<file path="src/rtl/usrt_tx_stream.sv">
// ---------------------------------------------------------------------------
// usrt_tx_stream
//
// Synchronous-UART transmitter. Words arrive through a one-entry valid/ready
// holding buffer and are serialised onto TXD, one bit per rising edge of the
// externally supplied usrt_clk. Frame = start bit, DATA_W data bits (LSB
// first), optional parity bit, STOP_BITS stop bits. RTS is held high for the
// whole of a back-to-back burst of frames.
//
// Ports
//   clk       in   system clock, all logic on its rising edge
//   rst       in   asynchronous, active-low reset
//   usrt_clk  in   external bit clock, asynchronous to clk (>= 4 clk periods)
//   tx_data   in   word to send (DATA_W bits)
//   tx_valid  in   tx_data valid
//   tx_ready  out  holding buffer empty; a word is accepted this cycle
//   RTS       out  request-to-send, high from burst start to last stop bit end
//   TXD       out  serial data, idle high
//   busy      out  transmitter FSM is not idle
//   tx_done   out  one-cycle pulse at the end of each frame's final stop bit
// ---------------------------------------------------------------------------
module usrt_tx_stream #(
    parameter int DATA_W      = 8,
    parameter int PARITY_EN   = 0,
    parameter int PARITY_ODD  = 0,
    parameter int STOP_BITS   = 1,
    parameter int SYNC_STAGES = 2
) (
    input  logic              clk,
    input  logic              rst,
    input  logic              usrt_clk,
    input  logic [DATA_W-1:0] tx_data,
    input  logic              tx_valid,
    output logic              tx_ready,
    output logic              RTS,
    output logic              TXD,
    output logic              busy,
    output logic              tx_done
);

    localparam int                 CNT_W     = (DATA_W > 1) ? $clog2(DATA_W) : 1;
    localparam logic [CNT_W-1:0]   LAST_BIT  = CNT_W'(DATA_W - 1);
    localparam logic               LAST_STOP = 1'(STOP_BITS - 1);
    localparam logic               PAR_INIT  = (PARITY_ODD != 0) ? 1'b1 : 1'b0;

    typedef enum logic [2:0] {
        S_IDLE,
        S_ARM,
        S_START,
        S_DATA,
        S_PARITY,
        S_STOP
    } state_t;

    // usrt_clk synchroniser and rising-edge detector
    logic [SYNC_STAGES-1:0] r_sync;
    logic                   r_edge;
    logic                   w_bit_en;

    // holding buffer; r_tx_ready doubles as the "buffer empty" flag
    logic                   r_tx_ready;
    logic [DATA_W-1:0]      r_buf;
    logic                   w_accept;
    logic                   w_load;

    // transmitter
    state_t                 r_state;
    logic [DATA_W-1:0]      r_shift;
    logic [DATA_W-1:0]      w_shift_next;
    logic [CNT_W-1:0]       r_bit_cnt;
    logic                   r_parity;
    logic                   r_stop_cnt;
    logic                   w_last_stop;
    logic                   r_txd;
    logic                   r_rts;
    logic                   r_busy;
    logic                   r_tx_done;

    // -----------------------------------------------------------------------
    // Synchroniser: SYNC_STAGES flops, then one edge flop holding the previous
    // synchronised value. A usrt_clk rise shows up on TXD SYNC_STAGES+1 clk
    // edges later.
    // -----------------------------------------------------------------------
    // NOTE: sequential state is assigned with <= so every flop samples the
    // pre-edge value of its neighbour; blocking here would collapse the chain.
    always_ff @(posedge clk or negedge rst) begin
        if (!rst) begin
            r_sync <= '0;
            r_edge <= 1'b0;
        end else begin
            r_sync <= {r_sync[SYNC_STAGES-2:0], usrt_clk};
            r_edge <= r_sync[SYNC_STAGES-1];
        end
    end

    assign w_bit_en = r_sync[SYNC_STAGES-1] & ~r_edge;

    // -----------------------------------------------------------------------
    // Holding buffer. Accept needs the buffer empty and load needs it full, so
    // the two can never coincide.
    // -----------------------------------------------------------------------
    assign w_last_stop = (r_stop_cnt == LAST_STOP);
    assign w_accept    = tx_valid & r_tx_ready;
    assign w_load      = w_bit_en & ~r_tx_ready &
                         ((r_state == S_ARM) || ((r_state == S_STOP) && w_last_stop));

    always_ff @(posedge clk or negedge rst) begin
        if (!rst) begin
            r_tx_ready <= 1'b1;
            r_buf      <= '0;
        end else if (w_accept) begin
            r_tx_ready <= 1'b0;
            r_buf      <= tx_data;
        end else if (w_load) begin
            r_tx_ready <= 1'b1;
        end
    end

    // -----------------------------------------------------------------------
    // Transmit FSM. TXD always holds the bit for the current bit period, so
    // each transition computes the value of the *next* bit.
    // -----------------------------------------------------------------------
    assign w_shift_next = r_shift >> 1;

    always_ff @(posedge clk or negedge rst) begin
        if (!rst) begin
            r_state    <= S_IDLE;
            r_shift    <= '0;
            r_bit_cnt  <= '0;
            r_parity   <= 1'b0;
            r_stop_cnt <= 1'b0;
            r_txd      <= 1'b1;
            r_rts      <= 1'b0;
            r_busy     <= 1'b0;
            r_tx_done  <= 1'b0;
        end else begin
            r_tx_done <= 1'b0;
            case (r_state)
                S_IDLE: begin
                    if (!r_tx_ready) begin
                        r_state <= S_ARM;
                        r_rts   <= 1'b1;
                        r_busy  <= 1'b1;
                    end
                end

                // RTS is already up; the start bit is aligned to the next
                // usrt_clk rise.
                S_ARM: begin
                    if (w_bit_en) begin
                        r_state  <= S_START;
                        r_txd    <= 1'b0;
                        r_shift  <= r_buf;
                        r_parity <= PAR_INIT;
                    end
                end

                S_START: begin
                    if (w_bit_en) begin
                        r_state   <= S_DATA;
                        r_txd     <= r_shift[0];
                        r_bit_cnt <= '0;
                    end
                end

                // r_shift[0] is the bit currently on the line.
                S_DATA: begin
                    if (w_bit_en) begin
                        r_shift  <= w_shift_next;
                        r_parity <= r_parity ^ r_shift[0];
                        if (r_bit_cnt == LAST_BIT) begin
                            r_stop_cnt <= 1'b0;
                            if (PARITY_EN != 0) begin
                                r_state <= S_PARITY;
                                r_txd   <= r_parity ^ r_shift[0];
                            end else begin
                                r_state <= S_STOP;
                                r_txd   <= 1'b1;
                            end
                        end else begin
                            r_bit_cnt <= r_bit_cnt + 1'b1;
                            r_txd     <= w_shift_next[0];
                        end
                    end
                end

                S_PARITY: begin
                    if (w_bit_en) begin
                        r_state    <= S_STOP;
                        r_txd      <= 1'b1;
                        r_stop_cnt <= 1'b0;
                    end
                end

                // A word already waiting at the end of the last stop bit goes
                // straight into a start bit, keeping RTS up with no idle gap.
                S_STOP: begin
                    if (w_bit_en) begin
                        if (w_last_stop) begin
                            r_tx_done <= 1'b1;
                            if (!r_tx_ready) begin
                                r_state  <= S_START;
                                r_txd    <= 1'b0;
                                r_shift  <= r_buf;
                                r_parity <= PAR_INIT;
                            end else begin
                                r_state <= S_IDLE;
                                r_txd   <= 1'b1;
                                r_rts   <= 1'b0;
                                r_busy  <= 1'b0;
                            end
                        end else begin
                            r_stop_cnt <= r_stop_cnt + 1'b1;
                        end
                    end
                end

                default: begin
                    r_state <= S_IDLE;
                    r_txd   <= 1'b1;
                    r_rts   <= 1'b0;
                    r_busy  <= 1'b0;
                end
            endcase
        end
    end

    assign tx_ready = r_tx_ready;
    assign TXD      = r_txd;
    assign RTS      = r_rts;
    assign busy     = r_busy;
    assign tx_done  = r_tx_done;

endmodule

</file>
<file path="config.mk">
export PLATFORM = sky130hd
export DESIGN_NAME = usrt_tx_stream
export DESIGN_NICKNAME = d
export VERILOG_FILES = /design/src/rtl/usrt_tx_stream.sv
export SDC_FILE = /design/constraint.sdc
export NUM_CORES = 1
export LEC_CHECK = 0
export CORE_ASPECT_RATIO = 1.75
export CORE_MARGIN = 2
export CORE_UTILIZATION = 48
export DETAILED_ROUTE_END_ITERATION = 10
export PLACE_DENSITY = 0.73
export SETUP_SLACK_MARGIN = 0.05
export SYNTH_ARGS = -nofsm -noshare
export SYNTH_HDL_FRONTEND = slang
export SYNTH_SLANG_ARGS = --single-unit
</file>
<file path="constraint.sdc">
create_clock -name clk -period 1.5 [get_ports clk]
set_clock_uncertainty 0.05 [all_clocks]
set_input_delay 0.375 -clock clk [delete_from_list [all_inputs] [get_ports clk]]
set_output_delay 0.375 -clock clk [all_outputs]
set_load 0.02 [all_outputs]
</file>
==> qor.yml, run 1 <==
cpPeakStageDelay_ns: 0.39
pin_count: 17
die_x_um: 43.85
syn_inst: 123
dp.cells: 168
synth_seq_area_share_pct: 54.60
die_h_um: 73.73
holdWs_ns: 0.3001
num_rows: 25
worstSetupPathType: "flip-flop to output port"
fin_crit_ns: 1.405
setup_viol: 0
relSlewSlack_pct: 79.52
grt_pass1_wl_um: 4215
maxCapViolations: 0
core_area_um2: 2659
die-area_um2: 3233
fin_cells: 176
start_util_pct: 50.16
path_max_fanout: 4
fill_cells: 228
synth_area_um2: 1334
min_period_over_period_pct: 93.64
drt-total-wl_um: 2540
area_growth_pct: 22.98
vias: 991
groute.usage.overall_pct: 17.78
ys_ff_latch: 29
ys_warn_count: 0
synth_edf_count: 0
worst-path-buf-inv: 1
rsz0062_at_grt: "true"
clk_latency_ns: 0.27
drt_iter0_drc: 16
drt_pre_antenna_iters: 4
wl_per_cell_um: 14.43
synth_ff_type: "dfrtp_1"
final_antenna_net_count: 0
finalMaxSlewViolations: 0
grt_start_max_net_pins: 30
cts_made_buffers: 5
leakage_nw: 0.7087
hold_path.startpoint: "r_sync[0]"
async_flop_share_pct: 100.0
antenna_found_initial: 0
dp_hpwl_um: 1834
overflow: 0
status: "finished clean"
arrival_ns: 0.98
synthDistinctLibCells: 31
root_buffer: "clkbuf_8"
powerDensity_nw_per_um2: 1789
routabilityCongestion: 0.7378
postCtsSetupBuffers: 0
crit_chain: "clkdlybuf4s15_1"
viasPerCell: 5.631
syn-num-nets: 137
grt_pass1_vias: 986
fin_nets: 163
avgSynthCellArea_um2: 10.84
yosys.area.top_type: "dfrtp_1"
cts_num_sinks: 29
clock_path_buffers: 2
drc_errors: 0
hp-class: "flip-flop to flip-flop"
cp.required_ns: 1.07
cts_tree: "done"
peakVddDrop_mv: 1.178
slowest_stage: "dfrtp_1"
worst_pin_slew_ns: 0.3052
clk_pin_slew_ns: 0.06
p_total_mw: 2.935
hold_viol: 0
max_freq_mhz: 712.0
synthTopCellsByArea: "dfrtp_1 (51%), mux2_2 (6.8%), nand2_1 (5.9%)"
crit_start: "busy"
yosys.area.top_type_share_pct: 50.66
antenna-diode-count: 0
end_kind: "output port"
worstSetupStartpointType: "flip-flop"
cp_top_family: "flip-flops"
h-tree-depth: 2
r2r_setup_slack_ns: 0.1
io_buffers: 16
timing.rr.start: "r_state[0]"
drive_gt1_share_pct: 24.16
worst paths after layout:
kind / endpoint / cells past startpoint
max reg2reg: busy / 5
max: busy / 1
min in group asynchronous: r_state[2] / 2
min reg2reg: r_sync[1] / 0
max in group asynchronous: tx_ready / 2
min: r_sync[1] / 0
power by group:
| group | internal, mW | switching (mW) | total [mW] |
|---|---|---|---|
| clock network | 0.363 | 0.263 | 0.626 |
| registers | 1.08 | 0.187 | 1.26 |
| logic | 0.531 | 0.514 | 1.05 |
| total | 1.97 | 0.965 | 2.93 |
registers in the layout, summed over array words and instances, names as in the netlist:
register,cells
r_sync,2
TXD,1
r_bit_cnt,3
r_edge,1
busy,1
tx_done,1
r_state,3
r_shift,8
tx_ready,1
r_buf,8
metrics by stage:
stage / util (%) / setup TNS (ns) / worst slack (ns) / cell area [µm²]
after global placement: 58.59 / -0.9093 / -0.1082 / 1558
after floorplan: - / 0 / 0.08878 / 1334
after detailed placement: 58.59 / -1.210 / -0.1483 / 1558
after CTS: 61.41 / 0 / 0.05332 / 1633
after global routing: 61.69 / 0 / 0.03260 / 1640
final: 61.69 / 0 / 0.09541 / 1640
cell type report:
| type | instances | area (µm²) | area share, % |
|---|---|---|---|
| Tap cell | 27 | 33.78 | 2.060 |
| Inverter | 2 | 7.507 | 0.4577 |
| Multi-Input combinational cell | 85 | 551.8 | 33.64 |
| Timing Repair Buffer | 26 | 231.5 | 14.11 |
| Sequential cell | 29 | 729.5 | 44.47 |
| Clock buffer | 7 | 86.33 | 5.263 |
per-layer routing:
| metal | vias up | routed length (µm) | global-route usage [%] |
|---|---|---|---|
| met5 | - | 0 | 0 |
| met4 | 0 | 49 | 6.734 |
| met3 | 6 | 106 | 6.143 |
| met2 | 23 | 1442 | 31.21 |
| met1 | 486 | 941 | 19.03 |
| li1 | 476 | - | - |
layout by cell type, fill, tap and decap left out, drive strengths merged:
cell type and instances:
inv 2, o21ai 16, and4bb 1, dfstp 2
a32o 1, clkdlybuf4s50 11, o21a 2, nand2 24
buf 12, nand3b 1, clkbuf 8, clkdlybuf4s15 1
nor2 6, nand2b 1, dlygate4sd2 1, a21oi 3
a31oi 1, nand3 1, nor2b 2, o211a 1
dfrtp 27, o211ai 1, and3b 1, a22o 2
o22ai 2, nor3 1, and2b 1, mux2i 7
ha 2, mux2 8
what timing repair did:
| action | 4_1_cts | 5_1_grt |
|---|---|---|
| setup endpoints to repair | 6 | 19 |
| gates cloned | 0 | 1 |
| hold buffers | 0 | 0 |
| resized for setup | 13 | 7 |
| pin swaps | 0 | 2 |
cells in the mapped netlist, types with 3 or more instances:
library cell	count
a21oi_1	3
nand2_1	21
mux2_2	8
dfrtp_1	27
o21ai_1	11
nor2_1	6
mux2i_1	7
o21ai_0	5
buf_2	4
cell families after synthesis:
| group | Yosys count | share of synthesized area, % |
|---|---|---|
| buf+inv | 10 | 4.878 |
| compound gates | 29 | 13.04 |
| simple gates | 38 | 13.60 |
| flops | 29 | 54.60 |
| fa+ha+maj | 2 | 1.876 |
| mux | 15 | 12.01 |
No activity file was read; power rests on OpenSTA's default activity.
==> run 2, diff against run 1 <==
--- a/config.mk
+++ b/config.mk
@@ -9,6 +9,7 @@
 export CORE_MARGIN = 2
 export CORE_UTILIZATION = 48
 export DETAILED_ROUTE_END_ITERATION = 10
+export MAX_ROUTING_LAYER = met4
 export PLACE_DENSITY = 0.73
 export SETUP_SLACK_MARGIN = 0.05
 export SYNTH_ARGS = -nofsm -noshare
==> run 2 against run 1 <==
Compared with the run above: first-iteration DRC count is 25% lower; die area stayed put; critical path depth stayed put; fmax hardly changed; global-route usage is 0.51 points higher; register-to-register slack hardly changed; power hardly changed; highest routed layer unchanged; sequential power hardly changed; largest cell class unchanged.
==> qor.yml, run 2 (synthesis gave the netlist of run 1 again) <==
pin_count: 17
fill_cells: 228
die_h_um: 73.73
num_rows: 25
worst-path-buf-inv: 1
core_area_um2: 2659
final_common_cell: "dfrtp_1"
cp_top_family: "flip-flops"
fin_cells: 176
dp_hpwl_um: 1834
holdWs_ns: 0.3001
cts_made_buffers: 5
crit_chain: "clkdlybuf4s15_1"
worst_pin_slew_ns: 0.3052
antenna-diode-count: 0
top_regs: "r_buf: 8 flops, r_shift: 8 flops"
powerDensity_nw_per_um2: 1789
cp.required_ns: 1.07
maxCapViolations: 0
end_kind: "output port"
vias: 991
max_freq_mhz: 711.9
h-tree-depth: 2
root_buffer: "clkbuf_8"
relSlewSlack_pct: 79.52
clk_pin_slew_ns: 0.06
antenna_found_initial: 0
viasPerCell: 5.631
finalMaxSlewViolations: 0
wl_per_cell_um: 14.43
hold_viol: 0
worstSetupPathType: "flip-flop to output port"
drc_errors: 0
status: "finished clean"
overflow: 0
die-area_um2: 3233
drive_gt1_share_pct: 24.16
worstSetupStartpointType: "flip-flop"
io_buffers: 16
final_util_pct: 61.69
clock_path_buffers: 2
dp.cells: 168
min_period_over_period_pct: 93.64
postPlaceCellArea_um2: 1558
slowest_stage: "dfrtp_1"
drt-total-wl_um: 2540
cts_tree: "done"
grt_start_max_net_pins: 30
timing.final.ws_setup_ns: 0.09539
final_cell_mix: "dfrtp_1 (26), nand2_1 (20), o21ai_1 (13)"
cpPeakStageDelay_ns: 0.39
die_x_um: 43.85
fin_tns_setup_ns: 0
arrival_ns: 0.98
cts_num_sinks: 29
clk_latency_ns: 0.27
groute.usage.overall_pct: 18.29
p_total_mw: 2.935
rsz0062_at_grt: "true"
setup_viol: 0
peakVddDrop_mv: 1.178
drt_pre_antenna_iters: 4
fin_area_um2: 1640
hp-class: "flip-flop to flip-flop"
start_util_pct: 50.16
fin_crit_ns: 1.405
leakage_nw: 0.7087
area_growth_pct: 22.98
pre_cts_slack_ns: -0.1483
postCtsSetupBuffers: 0
drt_iter0_drc: 12
grt_pass1_vias: 986
ctsHoldBuffers: 0
final_antenna_net_count: 0
path_max_fanout: 4
grt_pass1_wl_um: 4222
fin_nets: 163
routabilityCongestion: 0.7470
## run 2: final timing paths
kind	startpoint	to	slack [ns]	cells past startpoint
worst max register to register	r_state[0]	busy	0.1	5
worst min-delay path	r_sync[0]	r_sync[1]	0.30	0
worst max-delay path	busy	busy	0.1	1
min in group asynchronous	rst	r_state[2]	0.41	2
max in group asynchronous	rst	tx_ready	0.76	2
worst min register to register	r_sync[0]	r_sync[1]	0.30	0
## run 2: area by class of cell
| cell class | count | area [µm²] | area share, % |
|---|---|---|---|
| Timing Repair Buffer | 26 | 231.5 | 14.11 |
| Clock buffer | 7 | 86.33 | 5.263 |
| Inverter | 2 | 7.507 | 0.4577 |
| Sequential cell | 29 | 729.5 | 44.47 |
| Multi-Input combinational cell | 85 | 551.8 | 33.64 |
| Tap cell | 27 | 33.78 | 2.060 |
## run 2: repair_timing
item / in CTS / in global routing
pin swaps: 0 / 2
gates cloned: 0 / 1
setup endpoints to repair: 6 / 19
resized for setup: 13 / 7
## run 2: per-layer routing
layer / track usage, % / vias up / part of all wire (%)
li1: - / 476 / -
met1: 19.03 / 486 / 37
met2: 31.21 / 23 / 57
met3: 6.143 / 6 / 4.2
met4: 6.734 / 0 / 1.9
met5: - / - / 0
## run 2: report_power, final
group	switching [mW]	internal (mW)
sequential	0.187	1.08
clock	0.263	0.363
combinational	0.514	0.531
==> RTL edit (settings of run 1) <==
Set the parameter `SYNC_STAGES` to 4 (it was 2).
--- a/src/rtl/usrt_tx_stream.sv
+++ b/src/rtl/usrt_tx_stream.sv
@@ -24,7 +24,7 @@
     parameter int PARITY_EN   = 0,
     parameter int PARITY_ODD  = 0,
     parameter int STOP_BITS   = 1,
-    parameter int SYNC_STAGES = 2
+    parameter int SYNC_STAGES = 4
 ) (
     input  logic              clk,
     input  logic              rst,
Check against the original RTL: not equivalent (Yosys sat finds a counterexample within 4 cycles, from zero or initial values and one cycle with rst low).
==> RTL edit against run 1 <==
- cell area increased by 2.3%
- synthesized area increased by 3.8%
- power increased by 2.4%
- setup slack improved by 0.0040 ns
- wire length decreased by 2.1%
- clock power decreased by 3%
- utilization about the same
- cell count unchanged
- via count increased by 0.91%
- count of clock-buffer cells in the layout unchanged
- sequential cell count increased by 2
==> RTL edit: results <==
group,metric,value,unit
global_routing,met1_usage,0.170,
layout,multi_input_comb_cells,84,
placed_design,dp_cells,168,
global_routing,grt_pass1_vias,1053,
routing,routedWlPerCell,14.1,um
global_routing,use_met3,0.0600,
global_routing,met2_usage,0.340,
layout,multi_input_comb_area,559,sq um
sta,timing.slew.headroom,0.774,
logic_synthesis,syn_nets,139,
layout,reg_top3,"r_buf: 8 flops, r_shift: 8 flops, r_sync: 4 flops",
clock_tree,clock_path_buffers,2,
setup_path,crit_family,"flip-flops",
power_and_ir_drop,switching_power,1.01,mW
logic_synthesis,syn_inst,125,
floorplan,die_x,44.6,um
power_and_ir_drop,leakagePower,0.718,nW
logic_synthesis,ys_seq_elements,31,
routing,dr_wl_met2,1440,um
routing,wl_met3,102,um
global_routing,grtUsageTotal,0.187,
global_routing,grt_pass1_wl,4420,um
clock_tree,cts_resized,12,
placed_design,routabilityCongestion,0.788,
layout,sh_seq_area,0.465,
clock_tree,h-tree-depth,2,
layout,buffers,24,
routing,wl,2490,um
layout,final_nets,162,
layout,n_fill_cell,238,
status,status,"completed",
routing,route.layer.met1.wl,863,um
routing,via_per_inst,5.68,
placed_design,dp_hpwl,1900,um
placed_design,place_ws,-0.116,ns
power_and_ir_drop,p_seq_frac,0.448,
layout,drive_gt1_frac,0.228,
placed_design,placed_cell_area,1590,sq um
logic_synthesis,yosys-top-cells-area,"dfrtp_1 52%, mux2_2 6.5%, nand2_1 5.7%, mux2i_1 5.1%, o21ai_1 4.0%",
hold_path,hp-class,"reg2reg",
layout,fin_util,0.617,
layout,nonClkBufAreaFrac,0.129,
logic_synthesis,yosys-top-cells-count,"29 x dfrtp_1, 21 x nand2_1, 11 x o21ai_1, 8 x mux2_2, 7 x mux2i_1",
layout,clock_area_frac,0.0485,
global_routing,grt_max_degree,32,
clock_tree,numCtsBuffers,5,
placed_design,port_buffers,16,
power_and_ir_drop,power,3.00,mW
power_and_ir_drop,ir_drop,0.999,mV
routing,drtIter0Drc,7,
power_and_ir_drop,p_comb,1.05,mW
logic_synthesis,yosysSeqAreaShare,0.562,
[RTL edit: final timing paths]
check / from / endpoint / slack [ns] / cells past startpoint
max in group asynchronous: rst / tx_ready$_DFFE_PN1P_ / 0.76 / 2
min reg2reg: r_sync[2]$_DFF_PN0_ / r_sync[3]$_DFF_PN0_ / 0.29 / 0
min in group asynchronous: rst / r_state[1]$_DFFE_PN0P_ / 0.39 / 2
min: r_sync[2]$_DFF_PN0_ / r_sync[3]$_DFF_PN0_ / 0.29 / 0
max reg2reg: tx_ready$_DFFE_PN1P_ / r_buf[2]$_DFFE_PN0P_ / 0.11 / 3
max: busy$_DFFE_PN0P_ / busy / 0.1 / 1
[RTL edit: cell families after synthesis]
logic type | count (synthesis) | share of synthesized area
flip-flops | 31 | 0.562
buffers and inverters | 10 | 0.0470
AO/OA/AOI/OAI | 29 | 0.126
adder cells (fa/ha/maj) | 2 | 0.0181
AND/OR/NAND/NOR | 38 | 0.131
multiplexers | 15 | 0.116
